[src/rtl/div_32b_by_sub_if.sv]
// Request/result bundle between processor control and the multi-cycle divider.
// The master drives the operands and start; the slave (the divider) returns status and results.
interface div_32b_by_sub_if #(
  parameter int WIDTH = 32
);
  logic             start;
  logic             op_signed;
  logic [WIDTH-1:0] dividend;
  logic [WIDTH-1:0] divisor;
  logic             busy;
  logic             result_rdy;
  logic [WIDTH-1:0] quotient;
  logic [WIDTH-1:0] remainder;
  logic             div_by_zero;
  logic             ovf;

  modport master (
    output start, op_signed, dividend, divisor,
    input  busy, result_rdy, quotient, remainder, div_by_zero, ovf
  );

  modport slave (
    input  start, op_signed, dividend, divisor,
    output busy, result_rdy, quotient, remainder, div_by_zero, ovf
  );
endinterface

[src/rtl/div_32b_by_sub.sv]
// Restoring divider: one quotient bit per clock by trial subtraction on operand magnitudes,
// with the signs applied in a final FIX cycle. Signed results follow C truncation.
module div_32b_by_sub #(
  parameter int WIDTH = 32,
  parameter int CNT_W = 6
) (
  input  logic              clock,
  input  logic              resetn,
  div_32b_by_sub_if.slave   bus
);

  typedef enum logic [1:0] {IDLE, CALC, FIX, DONE} state_t;

  localparam logic [WIDTH-1:0] MIN_NEG = {1'b1, {(WIDTH-1){1'b0}}};
  localparam logic [CNT_W-1:0] LAST_IT = CNT_W'(WIDTH - 1);

  state_t           state_q;
  logic             sgn_q;
  logic [WIDTH-1:0] dvd_q;
  logic [WIDTH-1:0] dsr_q;
  logic [WIDTH-1:0] dsr_abs_q;
  logic [WIDTH:0]   p_q;
  logic [WIDTH-1:0] q_q;
  logic             qneg_q;
  logic             rneg_q;
  logic [CNT_W-1:0] cnt_q;
  logic             busy_q;
  logic             rdy_q;
  logic [WIDTH-1:0] quot_q;
  logic [WIDTH-1:0] rem_q;
  logic             dbz_q;
  logic             ovf_q;

  logic [WIDTH:0]   shifted_d;
  logic [WIDTH+1:0] trial_d;
  logic             no_borrow_d;

  function automatic logic [WIDTH-1:0] mag(input logic [WIDTH-1:0] x, input logic sgn);
    return (sgn && x[WIDTH-1]) ? -x : x;
  endfunction

  // Subtract as add-of-inverse with carry-in 1; the carry out of bit WIDTH+1 means no borrow.
  always_comb begin
    shifted_d   = {p_q[WIDTH-1:0], q_q[WIDTH-1]};
    trial_d     = {1'b0, shifted_d} + {1'b0, ~{1'b0, dsr_abs_q}} + (WIDTH+2)'(1);
    no_borrow_d = trial_d[WIDTH+1];
  end

  always_ff @(posedge clock) begin
    if (!resetn) begin
      state_q   <= IDLE;
      sgn_q     <= 1'b0;
      dvd_q     <= '0;
      dsr_q     <= '0;
      dsr_abs_q <= '0;
      p_q       <= '0;
      q_q       <= '0;
      qneg_q    <= 1'b0;
      rneg_q    <= 1'b0;
      cnt_q     <= '0;
      busy_q    <= 1'b0;
      rdy_q     <= 1'b0;
      quot_q    <= '0;
      rem_q     <= '0;
      dbz_q     <= 1'b0;
      ovf_q     <= 1'b0;
    end else begin
      case (state_q)
        IDLE: begin
          rdy_q <= 1'b0;
          if (bus.start) begin
            sgn_q     <= bus.op_signed;
            dvd_q     <= bus.dividend;
            dsr_q     <= bus.divisor;
            dsr_abs_q <= mag(bus.divisor, bus.op_signed);
            p_q       <= '0;
            q_q       <= mag(bus.dividend, bus.op_signed);
            qneg_q    <= bus.op_signed & (bus.dividend[WIDTH-1] ^ bus.divisor[WIDTH-1]);
            rneg_q    <= bus.op_signed & bus.dividend[WIDTH-1];
            cnt_q     <= '0;
            dbz_q     <= 1'b0;
            ovf_q     <= 1'b0;
            // A zero divisor skips CALC and passes through FIX without raising busy.
            if (bus.divisor == '0) begin
              state_q <= FIX;
              busy_q  <= 1'b0;
            end else begin
              state_q <= CALC;
              busy_q  <= 1'b1;
            end
          end
        end
        CALC: begin
          if (no_borrow_d) begin
            p_q <= trial_d[WIDTH:0];
            q_q <= {q_q[WIDTH-2:0], 1'b1};
          end else begin
            p_q <= shifted_d;
            q_q <= {q_q[WIDTH-2:0], 1'b0};
          end
          cnt_q <= cnt_q + 1'b1;
          if (cnt_q == LAST_IT) begin
            state_q <= FIX;
          end
        end
        FIX: begin
          busy_q  <= 1'b0;
          rdy_q   <= 1'b1;
          state_q <= DONE;
          if (dsr_q == '0) begin
            quot_q <= '1;
            rem_q  <= dvd_q;
            dbz_q  <= 1'b1;
            ovf_q  <= 1'b0;
          end else begin
            quot_q <= qneg_q ? -q_q : q_q;
            rem_q  <= rneg_q ? -p_q[WIDTH-1:0] : p_q[WIDTH-1:0];
            dbz_q  <= 1'b0;
            ovf_q  <= sgn_q & (dvd_q == MIN_NEG) & (dsr_q == '1);
          end
        end
        DONE: begin
          rdy_q   <= 1'b0;
          state_q <= IDLE;
        end
        default: begin
          busy_q  <= 1'b0;
          rdy_q   <= 1'b0;
          state_q <= IDLE;
        end
      endcase
    end
  end

  assign bus.busy        = busy_q;
  assign bus.result_rdy  = rdy_q;
  assign bus.quotient    = quot_q;
  assign bus.remainder   = rem_q;
  assign bus.div_by_zero = dbz_q;
  assign bus.ovf         = ovf_q;

endmodule
[src/flat_wrapper.sv]
// flat-port wrapper written by rule: the top's interface ports become plain ports
module div_32b_by_sub_flat 
#(
  parameter int WIDTH = 32,
  parameter int CNT_W = 6
)
  (clock, resetn, bus_start, bus_op_signed, bus_dividend, bus_divisor, bus_busy, bus_result_rdy, bus_quotient, bus_remainder, bus_div_by_zero, bus_ovf);
  div_32b_by_sub_if #(.WIDTH(WIDTH)) bus_i ();
  input  logic clock;
  input  logic resetn;
  input wire logic [$bits(bus_i.start)-1:0] bus_start;
  input wire logic [$bits(bus_i.op_signed)-1:0] bus_op_signed;
  input wire logic [$bits(bus_i.dividend)-1:0] bus_dividend;
  input wire logic [$bits(bus_i.divisor)-1:0] bus_divisor;
  output wire logic [$bits(bus_i.busy)-1:0] bus_busy;
  output wire logic [$bits(bus_i.result_rdy)-1:0] bus_result_rdy;
  output wire logic [$bits(bus_i.quotient)-1:0] bus_quotient;
  output wire logic [$bits(bus_i.remainder)-1:0] bus_remainder;
  output wire logic [$bits(bus_i.div_by_zero)-1:0] bus_div_by_zero;
  output wire logic [$bits(bus_i.ovf)-1:0] bus_ovf;
  assign bus_i.start = bus_start;
  assign bus_i.op_signed = bus_op_signed;
  assign bus_i.dividend = bus_dividend;
  assign bus_i.divisor = bus_divisor;
  assign bus_busy = bus_i.busy;
  assign bus_result_rdy = bus_i.result_rdy;
  assign bus_quotient = bus_i.quotient;
  assign bus_remainder = bus_i.remainder;
  assign bus_div_by_zero = bus_i.div_by_zero;
  assign bus_ovf = bus_i.ovf;
  div_32b_by_sub #(.WIDTH(WIDTH), .CNT_W(CNT_W)) u_core (.clock(clock), .resetn(resetn), .bus(bus_i));
endmodule
[config.mk]
export PLATFORM = sky130hd
export DESIGN_NAME = div_32b_by_sub_flat
export DESIGN_NICKNAME = d
export VERILOG_FILES = /design/src/rtl/div_32b_by_sub_if.sv /design/src/rtl/div_32b_by_sub.sv /design/src/flat_wrapper.sv
export SDC_FILE = /design/constraint.sdc
export NUM_CORES = 1
export LEC_CHECK = 0
export BUFFER_PORTS_ARGS = -buffer_cell sky130_fd_sc_hd__buf_2
export CAP_MARGIN = 20
export CORE_ASPECT_RATIO = 0.6
export CORE_UTILIZATION = 30
export DETAILED_ROUTE_END_ITERATION = 7
export GPL_TIMING_DRIVEN = 0
export SLEW_MARGIN = 15
export SYNTH_ARGS = -nofsm -noshare
export SYNTH_HDL_FRONTEND = slang
export SYNTH_SLANG_ARGS = --single-unit
[constraint.sdc]
create_clock -name clock -period 3.3 [get_ports clock]
set_input_delay 0.495 -clock clock [delete_from_list [all_inputs] [get_ports clock]]
set_output_delay 0.495 -clock clock [all_outputs]
set_load 0.02 [all_outputs]
==> results.ini <==
[logic_synthesis]
synth_area_sq_um = 13720
yosysSeqAreaShare_pct = 34.72
synth_edf_count = 0
ys_top_cells_by_count = nand2_1, dfxtp_1, a21oi_1
synth_top_area_share_pct = 34.72
yosysWarnings = 0
synth.avg_cell_area_sq_um = 7.633
synth_seq_cells = 238
yosys_most_used_dff = dfxtp_1
synthCells = 1798
synth_nets = 1908
async_flop_share_pct = 0
ys_types = 72
synth_area_leaders = dfxtp_1, nand2_1, a21oi_1
yosysMostFrequentCell = nand2_1
netlist.top_cell.by_area = dfxtp_1

[die]
core_area_sq_um = 44970
fp.dieH_microns = 167.7
die_w_microns = 278.1
floorplan.rows = 60
io_pins = 136
start_util_pct = 30.52
die-area_sq_um = 46640

[min_path]
hold_depth = 3
hold_class = in2reg

[worst_setup_path]
cp_common_cell = nand3_1
worstPathRequired_ns = 3.79
reg2regPathDepth = 11
critical_path_class = reg2reg
slowest_stage = dfxtp_1
critPathLaunchType = flip-flop
cp-end-kind = flip-flop
crit_chain = ha_1 > a21oi_1 > o22ai_1 > nor3_4 > a311oi_4 > nor3_2 > o21a_1 > buf_2 > buf_4 > nand3_1 > nand3_1
cp_max_fo = 10
arrival_ns = 3.68
crit_path_max_incr_delay_ns = 0.52

[clock_tree]
htreeDepth = 1
cts_tree = built
cts_sinks = 238
root_buffer = clkbuf_16
clkTransAtPathRegs_ns = 0.07
numCtsBuffers = 24
clock_latency_ns = 0.56
clockBufferDepth = 3
hold_buffers = 0

[routing]
first_pass_iters = 6
ant_nets = 0
num_vias = 14510
first_iter_violations = 1842
post_drt_wl_per_cell_microns = 21.81
vias_per_cell = 5.646
drcViolationCount = 0
wl_microns = 56040

[global_route]
grt_pass1_vias = 12757
track_usage_pct = 23.03
grt_overflow_total = 0
antenna_found_initial = 5
grt_max_degree = 16
grt_pass1_wl_microns = 81510

[placed_design]
port-buffer-count = 132
dpl.hpwl_microns = 44880
place.gp.congestion = 0.9728
dp_slack_ns = -0.5558

[timing]
setup_viol = 0
fin_crit_ns = 3.189
worst_pin_slew_ns = 0.9514
max_freq_mhz = 313.5
fin_worst_skew_ns = 0.02476
hold_viol_final = 0
drv_slew = 0
period_share_pct = 96.65
fin_ws_ns = 0.1107
relSlewSlack_pct = 36.15

[cells_and_area]
layout-drive-gt1-share_pct = 11.76
fillCellCount = 4675
utilization_pct = 36.02
antennaDiodeCount = 0
area_delta_synth_final_pct = 18.03
fin_nets = 2073

[job]
maxCapViolations = 0

[power_and_ir_drop]
power_density_nw_per_um2 = 787.6
leakagePower_uw = 0.006365
max-vdd-ir-drop_mv = 0.3236

[status]
status = finished, final reports clean

[cell type report]
type | count | area (sq um) | area share [%]
Buffer | 114 | 469.2 | 2.896
Tap cell | 589 | 737.0 | 4.549
Clock inverter | 14 | 239.0 | 1.475
Clock buffer | 30 | 684.4 | 4.225
Timing Repair Buffer | 139 | 713.2 | 4.403
Sequential cell | 238 | 4765 | 29.41
Inverter | 57 | 214.0 | 1.321
Multi-Input combinational cell | 1389 | 8378 | 51.72
[kinds of logic after synthesis]
logic type | share of synthesized area [%]
buffers and inverters | 4.841
xor gates and xnor gates | 8.807
muxes | 2.042
adders and majority gates | 3.884
AOI/OAI and AO/OA | 22.62
and+or+nand+nor | 23.09
DFF | 34.72
[registers in the layout (all words and copies together), names as in the netlist]
name and flops:
u_core.sgn_q 1, u_core.state_q 2, u_core.dvd_q 32, u_core.cnt_q 6, u_core.bus.ovf 1, u_core.dsr_abs_q 32
u_core.q_q 32, u_core.bus.remainder 32, u_core.bus.result_rdy 1, u_core.qneg_q 1, u_core.bus.busy 1, u_core.dsr_q 31
u_core.bus.div_by_zero 1, u_core.bus.quotient 32, u_core.rneg_q 1, u_core.p_q 32
[final timing paths]
check                   startpoint          endpoint  slack, ns
setup / recovery     u_core.p_q[3]     u_core.p_q[6]       0.11
hold / removal    bus_dividend[13]  u_core.dvd_q[13]       0.23
setup reg to reg     u_core.p_q[3]     u_core.p_q[6]       0.11
hold reg to reg       u_core.sgn_q      u_core.sgn_q       0.47
[where the power goes]
part | internal, uW | switching, uW
Clock | 1960 | 1300
Combinational | 1720 | 3580
Sequential | 3510 | 689
Total | 7190 | 5570
[cell usage in the layout (no fill, tap or decap), types with 6 or more instances in the layout]
master	n
clkbuf_1	94
and3_1	8
o21a_1	7
a21oi_1	162
a211oi_1	23
xnor2_1	69
dfxtp_1	238
nor3_1	25
a311oi_1	11
o21ai_0	123
inv_1	56
mux2i_1	28
clkbuf_16	25
nand3b_1	14
o41ai_1	13
a21o_1	24
ha_1	41
a32oi_1	13
a31oi_1	23
nor4_1	21
o22ai_1	23
buf_4	9
or3_1	18
xor2_1	69
buf_2	137
or2_2	7
and2_1	7
buf_1	9
bufinv_16	6
nand2b_1	10
o211ai_1	8
or4_1	13
nor2_1	126
nand2_1	298
nand3_1	82
o31ai_1	25
nand4_1	16
[per-stage QoR]
step	hold WS [ns]	cell area, sq um	instances	power (uW)	TNS, ns
after floorplan	0.4314	13720	1798	7383	0
after CTS	0.2200	16110	2565	12530	0
final	0.2275	16200	2570	12760	0
after global placement	0.4433	15120	2519	9183	-15.00
after detailed placement	0.4591	15120	2519	9263	-13.42
after global routing	0.2360	16200	2570	13340	-0.01072
[routing by layer]
metal / track usage (%) / share of wire (%)
met1: 36.86 / 49
met2: 28.60 / 36
met3: 8.079 / 14
met4: 3.075 / 1.4
met5: 0.3077 / 0
[critical path, delay by kind of cell (launching register included)]
family | cells | cell delay, ns
DFF | 1 | 0.52
buffers and inverters | 2 | 0.50
AOI/OAI and AO/OA | 4 | 0.89
adders and majority gates | 1 | 0.34
and+or+nand+nor | 4 | 0.87
[repair_timing]
action                     CTS  global route
resized for setup           13            14
pin swaps                    1             3
setup endpoints to repair   33            38
buffers inserted             2             5
(Power assumes the default switching activity.)
